`src/rtl/multi_channel_clock_divider_if.sv`:
```
// Control/status bundle for the multi-channel clock divider.
// The master drives enables, sync and divisor writes; the slave returns ticks, clocks and write status.
interface multi_channel_clock_divider_if #(
  parameter int unsigned N_CH  = 3,
  parameter int unsigned DIV_W = 32,
  parameter int unsigned CH_W  = (N_CH > 1) ? $clog2(N_CH) : 1
);
  logic [N_CH-1:0]  en;
  logic             sync;
  logic             load_valid;
  logic [CH_W-1:0]  load_ch;
  logic [DIV_W-1:0] load_div;
  logic             load_ready;
  logic [N_CH-1:0]  tick;
  logic [N_CH-1:0]  clk_out;
  logic [N_CH-1:0]  pending;

  modport master (
    output en, sync, load_valid, load_ch, load_div,
    input  load_ready, tick, clk_out, pending
  );

  modport slave (
    input  en, sync, load_valid, load_ch, load_div,
    output load_ready, tick, clk_out, pending
  );
endinterface

```
`src/rtl/multi_channel_clock_divider.sv`:
```
// N_CH independent runtime-programmable clock dividers with tick strobes and 50% square outputs.
// Divisor writes are staged and only take effect at a period boundary, sync, or while a channel is idle.
module multi_channel_clock_divider #(
  parameter int unsigned N_CH    = 3,
  parameter int unsigned DIV_W   = 32,
  parameter int unsigned DEF_DIV = 250000,
  parameter int unsigned CH_W    = (N_CH > 1) ? $clog2(N_CH) : 1
) (
  input logic                          clk,
  input logic                          rst,
  multi_channel_clock_divider_if.slave bus
);
  localparam int unsigned     N_SLOT    = 1 << CH_W;
  localparam logic [DIV_W-1:0] DEF_DIV_W = DIV_W'(DEF_DIV);
  localparam logic [DIV_W-1:0] ONE       = DIV_W'(1);

  logic [DIV_W-1:0]  count      [N_CH];
  logic [DIV_W-1:0]  active_div [N_CH];
  logic [DIV_W-1:0]  pend_div   [N_CH];
  logic [N_CH-1:0]   tick;
  logic [N_CH-1:0]   clk_out;
  logic [N_CH-1:0]   pending;
  logic [N_SLOT-1:0] ready_slot;
  logic [N_CH-1:0]   write_hit;

  // Out-of-range channel slots always report ready so such writes drain and are dropped.
  always_comb begin
    ready_slot             = '1;
    ready_slot[N_CH-1:0]   = ~pending;
  end

  assign bus.load_ready = ready_slot[bus.load_ch];

  always_comb begin
    write_hit = '0;
    for (int unsigned i = 0; i < N_CH; i++) begin
      write_hit[i] = bus.load_valid && ready_slot[bus.load_ch] && (bus.load_ch == CH_W'(i));
    end
  end

  always_ff @(posedge clk or posedge rst) begin
    if (rst) begin
      for (int unsigned i = 0; i < N_CH; i++) begin
        count[i]      <= '0;
        active_div[i] <= DEF_DIV_W;
        pend_div[i]   <= '0;
      end
      tick    <= '0;
      clk_out <= '0;
      pending <= '0;
    end else begin
      for (int unsigned i = 0; i < N_CH; i++) begin
        if (bus.sync) begin
          count[i]   <= '0;
          clk_out[i] <= 1'b0;
          tick[i]    <= 1'b0;
          if (pending[i]) begin
            active_div[i] <= pend_div[i];
            pending[i]    <= 1'b0;
          end
        end else if ((active_div[i] == '0) || !bus.en[i]) begin
          // Idle channel: hold phase, but accept a staged divisor straight away.
          tick[i] <= 1'b0;
          if (active_div[i] == '0) begin
            count[i] <= '0;
          end
          if (pending[i]) begin
            active_div[i] <= pend_div[i];
            count[i]      <= '0;
            pending[i]    <= 1'b0;
          end
        end else if (count[i] == active_div[i] - ONE) begin
          count[i]   <= '0;
          tick[i]    <= 1'b1;
          clk_out[i] <= ~clk_out[i];
          if (pending[i]) begin
            active_div[i] <= pend_div[i];
            pending[i]    <= 1'b0;
          end
        end else begin
          count[i] <= count[i] + ONE;
          tick[i]  <= 1'b0;
        end

        // A write seen this cycle is staged only; the boundary above still used the old divisor.
        if (write_hit[i]) begin
          pend_div[i] <= bus.load_div;
          pending[i]  <= 1'b1;
        end
      end
    end
  end

  assign bus.tick    = tick;
  assign bus.clk_out = clk_out;
  assign bus.pending = pending;
endmodule

```
`src/flat_wrapper.sv`:
```
// flat-port wrapper written by rule: the top's interface ports become plain ports
module multi_channel_clock_divider_flat 
#(
  parameter int unsigned N_CH    = 3,
  parameter int unsigned DIV_W   = 32,
  parameter int unsigned DEF_DIV = 250000,
  parameter int unsigned CH_W    = (N_CH > 1) ? $clog2(N_CH) : 1
)
  (clk, rst, bus_en, bus_sync, bus_load_valid, bus_load_ch, bus_load_div, bus_load_ready, bus_tick, bus_clk_out, bus_pending);
  multi_channel_clock_divider_if #(.N_CH(N_CH), .DIV_W(DIV_W), .CH_W(CH_W)) bus_i ();
  input logic clk;
  input logic rst;
  input wire logic [$bits(bus_i.en)-1:0] bus_en;
  input wire logic [$bits(bus_i.sync)-1:0] bus_sync;
  input wire logic [$bits(bus_i.load_valid)-1:0] bus_load_valid;
  input wire logic [$bits(bus_i.load_ch)-1:0] bus_load_ch;
  input wire logic [$bits(bus_i.load_div)-1:0] bus_load_div;
  output wire logic [$bits(bus_i.load_ready)-1:0] bus_load_ready;
  output wire logic [$bits(bus_i.tick)-1:0] bus_tick;
  output wire logic [$bits(bus_i.clk_out)-1:0] bus_clk_out;
  output wire logic [$bits(bus_i.pending)-1:0] bus_pending;
  assign bus_i.en = bus_en;
  assign bus_i.sync = bus_sync;
  assign bus_i.load_valid = bus_load_valid;
  assign bus_i.load_ch = bus_load_ch;
  assign bus_i.load_div = bus_load_div;
  assign bus_load_ready = bus_i.load_ready;
  assign bus_tick = bus_i.tick;
  assign bus_clk_out = bus_i.clk_out;
  assign bus_pending = bus_i.pending;
  multi_channel_clock_divider #(.N_CH(N_CH), .DIV_W(DIV_W), .DEF_DIV(DEF_DIV), .CH_W(CH_W)) u_core (.clk(clk), .rst(rst), .bus(bus_i));
endmodule
```
`config.mk`:
```
export PLATFORM = sky130hd
export DESIGN_NAME = multi_channel_clock_divider_flat
export DESIGN_NICKNAME = d
export VERILOG_FILES = /design/src/rtl/multi_channel_clock_divider_if.sv /design/src/rtl/multi_channel_clock_divider.sv /design/src/flat_wrapper.sv
export SDC_FILE = /design/constraint.sdc
export NUM_CORES = 1
export LEC_CHECK = 0
export ABC_CLOCK_PERIOD_IN_PS = 9000
export CORE_ASPECT_RATIO = 1.2
export CORE_MARGIN = 10
export CORE_UTILIZATION = 56
export DETAILED_ROUTE_END_ITERATION = 7
export PLACE_DENSITY = 0.75
export SLEW_MARGIN = 5
export SYNTH_ARGS = -nofsm -noshare
export SYNTH_HDL_FRONTEND = slang
export SYNTH_SLANG_ARGS = --single-unit
```
`constraint.sdc`:
```
create_clock -name clk -period 9 [get_ports clk]
set_input_delay 1.35 -clock clk [delete_from_list [all_inputs] [get_ports clk]]
set_output_delay 1.35 -clock clk [all_outputs]
set_load 0.01 [all_outputs]
```
==> results of run 1 <==
-- Yosys cell counts (33+ instances only) --
library cell	instances
sky130_fd_sc_hd__nor3_1	61
sky130_fd_sc_hd__nand2_1	82
sky130_fd_sc_hd__xnor2_1	79
sky130_fd_sc_hd__nand3_1	68
sky130_fd_sc_hd__o21ai_0	33
sky130_fd_sc_hd__nor2_1	133
sky130_fd_sc_hd__nor4_1	39
sky130_fd_sc_hd__nand4_1	34
sky130_fd_sc_hd__clkbuf_1	57
sky130_fd_sc_hd__dfrtp_1	276
sky130_fd_sc_hd__xor2_1	83
sky130_fd_sc_hd__mux2_2	164
-- registers in the layout, indices dropped and copies added (netlist names) --
register	cells
u_core.active_div	96
u_core.bus.pending	3
u_core.bus.clk_out	3
u_core.pend_div	96
u_core.bus.tick	3
u_core.count	96
-- where the power goes --
group          leakage [uW]  internal (uW)  switching (uW)
registers           0.00372           1650             392
clock network      0.000515            783             518
logic               0.00334            629             587
total               0.00758           3060            1500
-- per-stage QoR --
stage,std cells,setup WS (ps),instance area (sq um),util [%]
floorplan,1564,3722,16410,-
global placement,1938,4421,17210,59.67
detailed placement,1938,4225,17210,59.67
CTS,1992,4185,18250,63.28
global route,1992,3724,18250,63.28
finish,1992,4175,18250,63.28
-- critical path: cells and delay by family, from the launching register on --
kind	cells	cell delay [ps]
mux	2	450
flops	1	410
compound gates	1	370
buf+inv	1	400
simple gates	6	3040
-- cells by family after synthesis --
family	count (synthesis)	synth area share, %
compound gates	216	9.487
xor+xnor	162	8.648
fa+ha+maj	6	0.4575
buf+inv	104	2.692
flops	297	45.46
mux	204	14.61
simple gates	575	18.65
-- cell type report --
cell class	instances	area, sq um
Fill cell	2295	10590
Timing Repair Buffer	64	618.1
Clock inverter	14	180.2
Tap cell	385	481.7
Sequential cell	297	7458
Multi-Input combinational cell	1163	8541
Clock buffer	40	859.6
Inverter	29	112.6
-- routing by layer --
layer	up-vias	wire (microns)	track usage (%)
met5	-	0	0
met4	0	1220	7.268
met3	63	1831	2.948
met2	271	18700	34.14
met1	6055	17380	28.31
li1	5756	-	-
-- worst min-delay path by stage --
stage | start | endpoint | depth (start not counted)
after floorplan | u_core.pend_div[29] | u_core.active_div[29] | 1
after global placement | u_core.pend_div[71] | u_core.active_div[71] | 1
after detailed placement | u_core.pend_div[26] | u_core.active_div[26] | 1
after CTS | u_core.pend_div[48] | u_core.active_div[48] | 1
after global routing | u_core.pend_div[51] | u_core.pend_div[51] | 1
final | u_core.pend_div[77] | u_core.active_div[77] | 1
==> tab_implementation.tex, run 1 <==
\begin{tabular}{lr}
\hline
Metric & Value \\
\hline
\multicolumn{2}{l}{\textbf{Job}} \\
\quad \# Max-Cap Violations & 0 \\
\multicolumn{2}{l}{\textbf{Finish}} \\
\quad Fraction of layout instances using a drive strength above 1 & 19.60\% \\
\quad Layout Nets & $\sim$1,600 \\
\quad Highest-count cells in the layout ignoring fill and taps & 276 x sky130\_fd\_sc\_hd\_\_dfrtp\_1, 164 x sky130\_fd\_sc\_hd\_\_mux2\_2, 132 x sky130\_fd\_sc\_hd\_\_nor2\_1, 83 x sky130\_fd\_sc\_hd\_\_xor2\_1, 82 x sky130\_fd\_sc\_hd\_\_nand2\_1 \\
\quad Syn-to-layout area delta & 11.24\% \\
\quad Commonest non-fill, non-tap cell in the layout & sky130\_fd\_sc\_hd\_\_dfrtp\_1 \\
\quad Antenna cell count & 0 \\
\multicolumn{2}{l}{\textbf{Global routing}} \\
\quad Vias in the first global route & 12,060 \\
\quad First-pass GRT wire length & approximately 64,000 microns \\
\quad GRT Residual Overflow & 0 \\
\quad Initial antenna violation count & 0 \\
\quad Maximum number of pins on one net before global-route repair & between 150 and 200 \\
\quad Total track usage & a little over a fifth \\
\multicolumn{2}{l}{\textbf{Floorplan}} \\
\quad Area of the die & approximately 37,000 sq um \\
\quad Placement Rows & around 70 \\
\quad I/O pin total & 51 \\
\quad Starting utilization of the core area & 56.88\% \\
\quad Die extent in x & approximately 180 microns \\
\quad Area of the placeable core & between 20,000 and 30,000 sq um \\
\quad Die height & roughly 210 microns \\
\multicolumn{2}{l}{\textbf{Setup path}} \\
\quad Critical path origin & u\_core.active\_div[0] \\
\quad Element type at the critical path end & register \\
\quad Kind of critical path & register to register \\
\quad Cells traversed along the worst timing path & nor3\_1 -> nand4\_1 -> nor3\_1 -> mux2i\_1 -> o311a\_1 -> nand4b\_1 -> nand2\_1 -> nand2\_1 -> buf\_4 -> mux2\_2 \\
\quad Crit Reg-Reg Endpoint & u\_core.active\_div[23] \\
\quad Launching element type of the critical path & register \\
\quad R2R Setup Slk & between 4000 and 5000 ps \\
\quad Stage delay of the slowest cell on the critical path & about 630 ps \\
\quad Critical-path top delay cell & sky130\_fd\_sc\_hd\_\_nor3\_1 \\
\quad Largest fanout on the critical path & 18 \\
\quad Worst setup path end & u\_core.active\_div[23] \\
\quad R2R cell count & 10 \\
\quad Data arrival time of the worst path & 5260 ps \\
\quad Required time at the worst-slack endpoint & about 9400 ps \\
\quad Source of the worst register-to-register timing path & u\_core.active\_div[0] \\
\multicolumn{2}{l}{\textbf{Synth}} \\
\quad Number of synthesized flops with an enable pin & 0 \\
\quad Fraction of post-synthesis cell area in the top cell type by area & roughly 42\% \\
\quad Net count after synthesis & 1,611 \\
\quad Share of synthesized area occupied by flip-flops and latches & a little under half \\
\quad Count of different cell masters after synthesis & 73 \\
\quad Post-synthesis async set-or-reset flop share & 100.0\% \\
\quad Synth warn & 0 \\
\quad Average cell area after synthesis & approximately 10 sq um \\
\quad Leading cell types by total area after synthesis & sky130\_fd\_sc\_hd\_\_dfrtp\_1 42\%, sky130\_fd\_sc\_hd\_\_mux2\_2 11\%, sky130\_fd\_sc\_hd\_\_xor2\_1 4.4\% \\
\quad Post-synth design cell area & about 16,000 sq um \\
\quad Dominant cell type by area after synthesis & sky130\_fd\_sc\_hd\_\_dfrtp\_1 \\
\quad Main flop type after synthesis & sky130\_fd\_sc\_hd\_\_dfrtp\_1 \\
\quad Gate count of the mapped netlist & 1,564 \\
\quad Number of register bits inferred by synthesis & a little under 300 \\
\multicolumn{2}{l}{\textbf{Timing}} \\
\quad WHS & about 500 ps \\
\quad Unrepaired setup endpoints after global routing & no \\
\quad Minimum clock period & 4825 ps \\
\quad Slew of the pin with the lowest slew margin & between 1000 and 1500 ps \\
\quad Setup TNS after final layout & 0 ps \\
\quad Remaining max-slew budget at the tightest pin & 16.73\% \\
\quad Hold Violations, Final & 0 \\
\quad Clock tree skew after final layout & $\sim$25 ps \\
\quad FMAX & just over 200 MHz \\
\quad Final count of negative-setup-slack endpoints & 0 \\
\quad Share of the cycle needed by the critical path after routing & between 50\% and 60\% \\
\quad Number of pins exceeding their max-slew limit in the final report & 0 \\
\multicolumn{2}{l}{\textbf{Clocking}} \\
\quad Post-CTS repair timing setup buffer count & 0 \\
\quad CTS tree & built \\
\quad Clock slew at the register clock pins of the worst setup and hold paths & roughly 60 ps \\
\quad Number of levels the H-tree was split into & 1 \\
\quad CTS Hold Bufs & 0 \\
\quad Bufs on Longest Clock Path & 3 \\
\quad CTS Root Buffer Type & sky130\_fd\_sc\_hd\_\_clkbuf\_16 \\
\quad Sinks on Clock Net & between 200 and 300 \\
\quad Clock latency of the later-clocked register in the worst-skew pair & about 560 ps \\
\quad Total CTS buffers & 30 \\
\quad Post\_cts resized & 0 \\
\multicolumn{2}{l}{\textbf{Routing}} \\
\quad Routed wirelength normalized by instance count & about 20 microns \\
\quad Total wire length after detailed routing & about 39,000 microns \\
\quad First DRT Iteration DRCs & around 960 \\
\quad Residual DRC count & 0 \\
\quad 1st-pass router iterations & 5 \\
\quad Mean number of vias per cell & a little over 6 \\
\quad Routed via count & about 12,000 \\
\quad DRT antenna net count & 0 \\
\multicolumn{2}{l}{\textbf{Placement}} \\
\quad Post-DP HPWL & $\sim$28,000 microns \\
\quad Count of port buffers added during placement & 50 \\
\quad GP Congestion & 0.8913 \\
\multicolumn{2}{l}{\textbf{Min path}} \\
\quad Hold crit path type & register to register \\
\multicolumn{2}{l}{\textbf{Power and ir drop}} \\
\quad Leakage dissipation & 0.007577 uW \\
\quad Total power per unit cell area & $\sim$250 nW/um\^{}2 \\
\quad Peak supply drop & between 0.0002 and 0.00025 V \\
\quad Total power consumption of the routed design & around 4600 uW \\
\multicolumn{2}{l}{\textbf{Run status}} \\
\quad Status & finished clean \\
\hline
\end{tabular}
Power figures use the tool's default switching activity.
==> run 2, diff against run 1 <==
--- a/config.mk
+++ b/config.mk
@@ -5,12 +5,12 @@
 export SDC_FILE = /design/constraint.sdc
 export NUM_CORES = 1
 export LEC_CHECK = 0
-export ABC_CLOCK_PERIOD_IN_PS = 9000
+export ABC_CLOCK_PERIOD_IN_PS = 4700
 export CORE_ASPECT_RATIO = 1.2
 export CORE_MARGIN = 10
-export CORE_UTILIZATION = 56
+export CORE_UTILIZATION = 62
 export DETAILED_ROUTE_END_ITERATION = 7
-export PLACE_DENSITY = 0.75
+export PLACE_DENSITY = 0.78
 export SLEW_MARGIN = 5
 export SYNTH_ARGS = -nofsm -noshare
 export SYNTH_HDL_FRONTEND = slang
==> constraint.sdc (replaced) <==
create_clock -name clk -period 4.7 [get_ports clk]
set_input_delay 0.705 -clock clk [delete_from_list [all_inputs] [get_ports clk]]
set_output_delay 0.705 -clock clk [all_outputs]
set_load 0.01 [all_outputs]
==> tab_implementation.tex, run 2 (synthesis results as in run 1) <==
\begin{tabular}{lr}
\hline
Metric & Value \\
\hline
\multicolumn{2}{l}{\textbf{Floorplan}} \\
\quad Area of the placeable core & roughly 26,000 sq um \\
\quad Placement Rows & 65 \\
\quad Die height & a little under 200 microns \\
\quad Starting utilization of the core area & a little over three fifths \\
\quad Die extent in x & 168.5 microns \\
\quad I/O pin total & between 50 and 60 \\
\quad Area of the die & approximately 33,000 sq um \\
\multicolumn{2}{l}{\textbf{Finish}} \\
\quad Antenna cell count & 0 \\
\quad Leading registers by flop count & u\_core.active\_div: 96 flops, u\_core.count: 96 flops, u\_core.pend\_div: 96 flops \\
\quad Syn-to-layout area delta & 11.47\% \\
\quad Commonest non-fill, non-tap cell in the layout & sky130\_fd\_sc\_hd\_\_dfrtp\_1 \\
\quad Highest-count cells in the layout ignoring fill and taps & 276 x sky130\_fd\_sc\_hd\_\_dfrtp\_1, 164 x sky130\_fd\_sc\_hd\_\_mux2\_2, 132 x sky130\_fd\_sc\_hd\_\_nor2\_1, 83 x sky130\_fd\_sc\_hd\_\_xor2\_1, 82 x sky130\_fd\_sc\_hd\_\_nand2\_1 \\
\quad Post-route standard cell area excluding fillers & approximately 18,000 sq um \\
\quad Layout Nets & around 1,600 \\
\quad Post-Route Utilization & 69.84\% \\
\quad Fraction of layout instances using a drive strength above 1 & 20.17\% \\
\multicolumn{2}{l}{\textbf{Timing}} \\
\quad Hold Violations, Final & 0 \\
\quad Minimum clock period & $\sim$4000 ps \\
\quad WHS & about 420 ps \\
\quad FMAX & 249.5 MHz \\
\quad Clock tree skew after final layout & $\sim$8.6 ps \\
\quad Unrepaired setup endpoints after global routing & no \\
\quad Final count of negative-setup-slack endpoints & 0 \\
\quad Remaining max-slew budget at the tightest pin & between 40\% and 50\% \\
\quad Share of the cycle needed by the critical path after routing & a little under nine tenths \\
\quad Number of pins exceeding their max-slew limit in the final report & 0 \\
\quad Slew of the pin with the lowest slew margin & slightly below 900 ps \\
\quad Setup TNS after final layout & 0 ps \\
\multicolumn{2}{l}{\textbf{Clocking}} \\
\quad Total CTS buffers & 30 \\
\quad Number of levels the H-tree was split into & 1 \\
\quad Post-CTS repair timing setup buffer count & 0 \\
\quad Bufs on Longest Clock Path & 3 \\
\quad CTS tree & built \\
\quad Clock latency of the later-clocked register in the worst-skew pair & between 500 and 600 ps \\
\quad CTS Hold Bufs & 0 \\
\quad Post\_cts resized & 0 \\
\quad Clock slew at the register clock pins of the worst setup and hold paths & 60 ps \\
\quad CTS Root Buffer Type & sky130\_fd\_sc\_hd\_\_clkbuf\_16 \\
\quad Sinks on Clock Net & roughly 300 \\
\multicolumn{2}{l}{\textbf{Setup path}} \\
\quad R2R Setup Slk & between 600 and 700 ps \\
\quad Data arrival time of the worst path & $\sim$4400 ps \\
\quad R2R cell count & 11 \\
\quad Kind of critical path & register to register \\
\quad Element type at the critical path end & register \\
\quad Source of the worst register-to-register timing path & u\_core.active\_div[64] \\
\quad Crit Reg-Reg Endpoint & u\_core.active\_div[92] \\
\quad Launching element type of the critical path & register \\
\quad Largest fanout on the critical path & 32 \\
\quad Required time at the worst-slack endpoint & 5130 ps \\
\multicolumn{2}{l}{\textbf{Routing}} \\
\quad First DRT Iteration DRCs & roughly 1,100 \\
\quad Mean number of vias per cell & roughly 6.3 \\
\quad Routed via count & around 12,000 \\
\quad 1st-pass router iterations & 6 \\
\quad Residual DRC count & 0 \\
\quad Routed wirelength normalized by instance count & a little over 20 microns \\
\quad Total wire length after detailed routing & 39,660 microns \\
\quad DRT antenna net count & 0 \\
\multicolumn{2}{l}{\textbf{Placement}} \\
\quad Post-DP Area & 17,250 sq um \\
\quad Post-DP HPWL & 28,880 microns \\
\quad GP Congestion & between 0.9 and 1 \\
\quad Count of port buffers added during placement & 50 \\
\multicolumn{2}{l}{\textbf{Power and ir drop}} \\
\quad Peak supply drop & between 0.0003 and 0.0004 V \\
\quad Total power consumption of the routed design & between 8000 and 9000 uW \\
\quad Total power per unit cell area & approximately 480 nW/um\^{}2 \\
\quad Leakage dissipation & between 0.007 and 0.008 uW \\
\multicolumn{2}{l}{\textbf{Global routing}} \\
\quad GRT Residual Overflow & 0 \\
\quad Initial antenna violation count & 0 \\
\quad Total track usage & around a quarter \\
\quad First-pass GRT wire length & roughly 66,000 microns \\
\quad Maximum number of pins on one net before global-route repair & 140 \\
\quad Vias in the first global route & between 10,000 and 15,000 \\
\multicolumn{2}{l}{\textbf{Run status}} \\
\quad Status & finished clean \\
\multicolumn{2}{l}{\textbf{Job}} \\
\quad \# Max-Cap Violations & 0 \\
\multicolumn{2}{l}{\textbf{Min path}} \\
\quad Hold crit path type & input pin to asynchronous set/reset pin \\
\hline
\end{tabular}
==> run 2: cell type report <==
| type | count | area (sq um) |
|---|---|---|
| flip-flops and latches | 297 | 7458 |
| multi-input cells | 1163 | 8541 |
| well taps | 335 | 419.2 |
| inverters | 29 | 112.6 |
| fillers | 1934 | 7899 |
| clock buffers | 41 | 853.3 |
| clock inverters | 15 | 183.9 |
| repair buffers | 76 | 720.7 |
==> run 2: worst max path at each step <==
stage                                      from                     to
final                     u_core.active_div[64]  u_core.active_div[92]
after detailed placement  u_core.active_div[64]  u_core.active_div[77]
after CTS                 u_core.active_div[64]  u_core.active_div[92]
after global routing      u_core.active_div[64]  u_core.active_div[92]
after floorplan                             rst   u_core.active_div[0]
after global placement    u_core.active_div[64]  u_core.active_div[92]
==> run 2: per-layer routing <==
metal | global-route usage, % | part of all wire [%] | vias up
met2 | 40.90 | 50 | 311
met1 | 30.84 | 43 | 6202
met5 | 0 | 0 | -
met3 | 2.836 | 4.2 | 60
li1 | - | - | 5783
met4 | 6.456 | 2.2 | 0
==> run 2: critical path, stage by stage, from the launching register on <==
cell,delay (ps)
sky130_fd_sc_hd__dfrtp_1,440
sky130_fd_sc_hd__inv_1,80
sky130_fd_sc_hd__ha_1,200
sky130_fd_sc_hd__nor4b_1,680
sky130_fd_sc_hd__and3_1,270
sky130_fd_sc_hd__o22ai_1,80
sky130_fd_sc_hd__or4_1,540
sky130_fd_sc_hd__nor4_1,250
sky130_fd_sc_hd__nand4_1,230
sky130_fd_sc_hd__and2_1,260
sky130_fd_sc_hd__nand2b_4,420
sky130_fd_sc_hd__mux2_4,430
==> run 2: stage by stage <==
stage               setup slack, ps  instances
floorplan                     67.05       1564
global placement              859.3       1900
detailed placement            757.3       1900
CTS                           728.2       1956
global route                  317.3       1956
finish                        692.6       1956
==> run 2: report_power, final <==
group          internal, uW  switching (uW)
Combinational          1230            1150
Clock                  1490            1010
Sequential             3160             771
Total                  5880            2930
==> run 3, diff against run 2 <==
--- a/config.mk
+++ b/config.mk
@@ -5,6 +5,7 @@
 export SDC_FILE = /design/constraint.sdc
 export NUM_CORES = 1
 export LEC_CHECK = 0
+export ABC_AREA = 0
 export ABC_CLOCK_PERIOD_IN_PS = 4700
 export CORE_ASPECT_RATIO = 1.2
 export CORE_MARGIN = 10
==> results of run 3 <==
The final DEF is identical to that of run 2; final timing and power are the same.
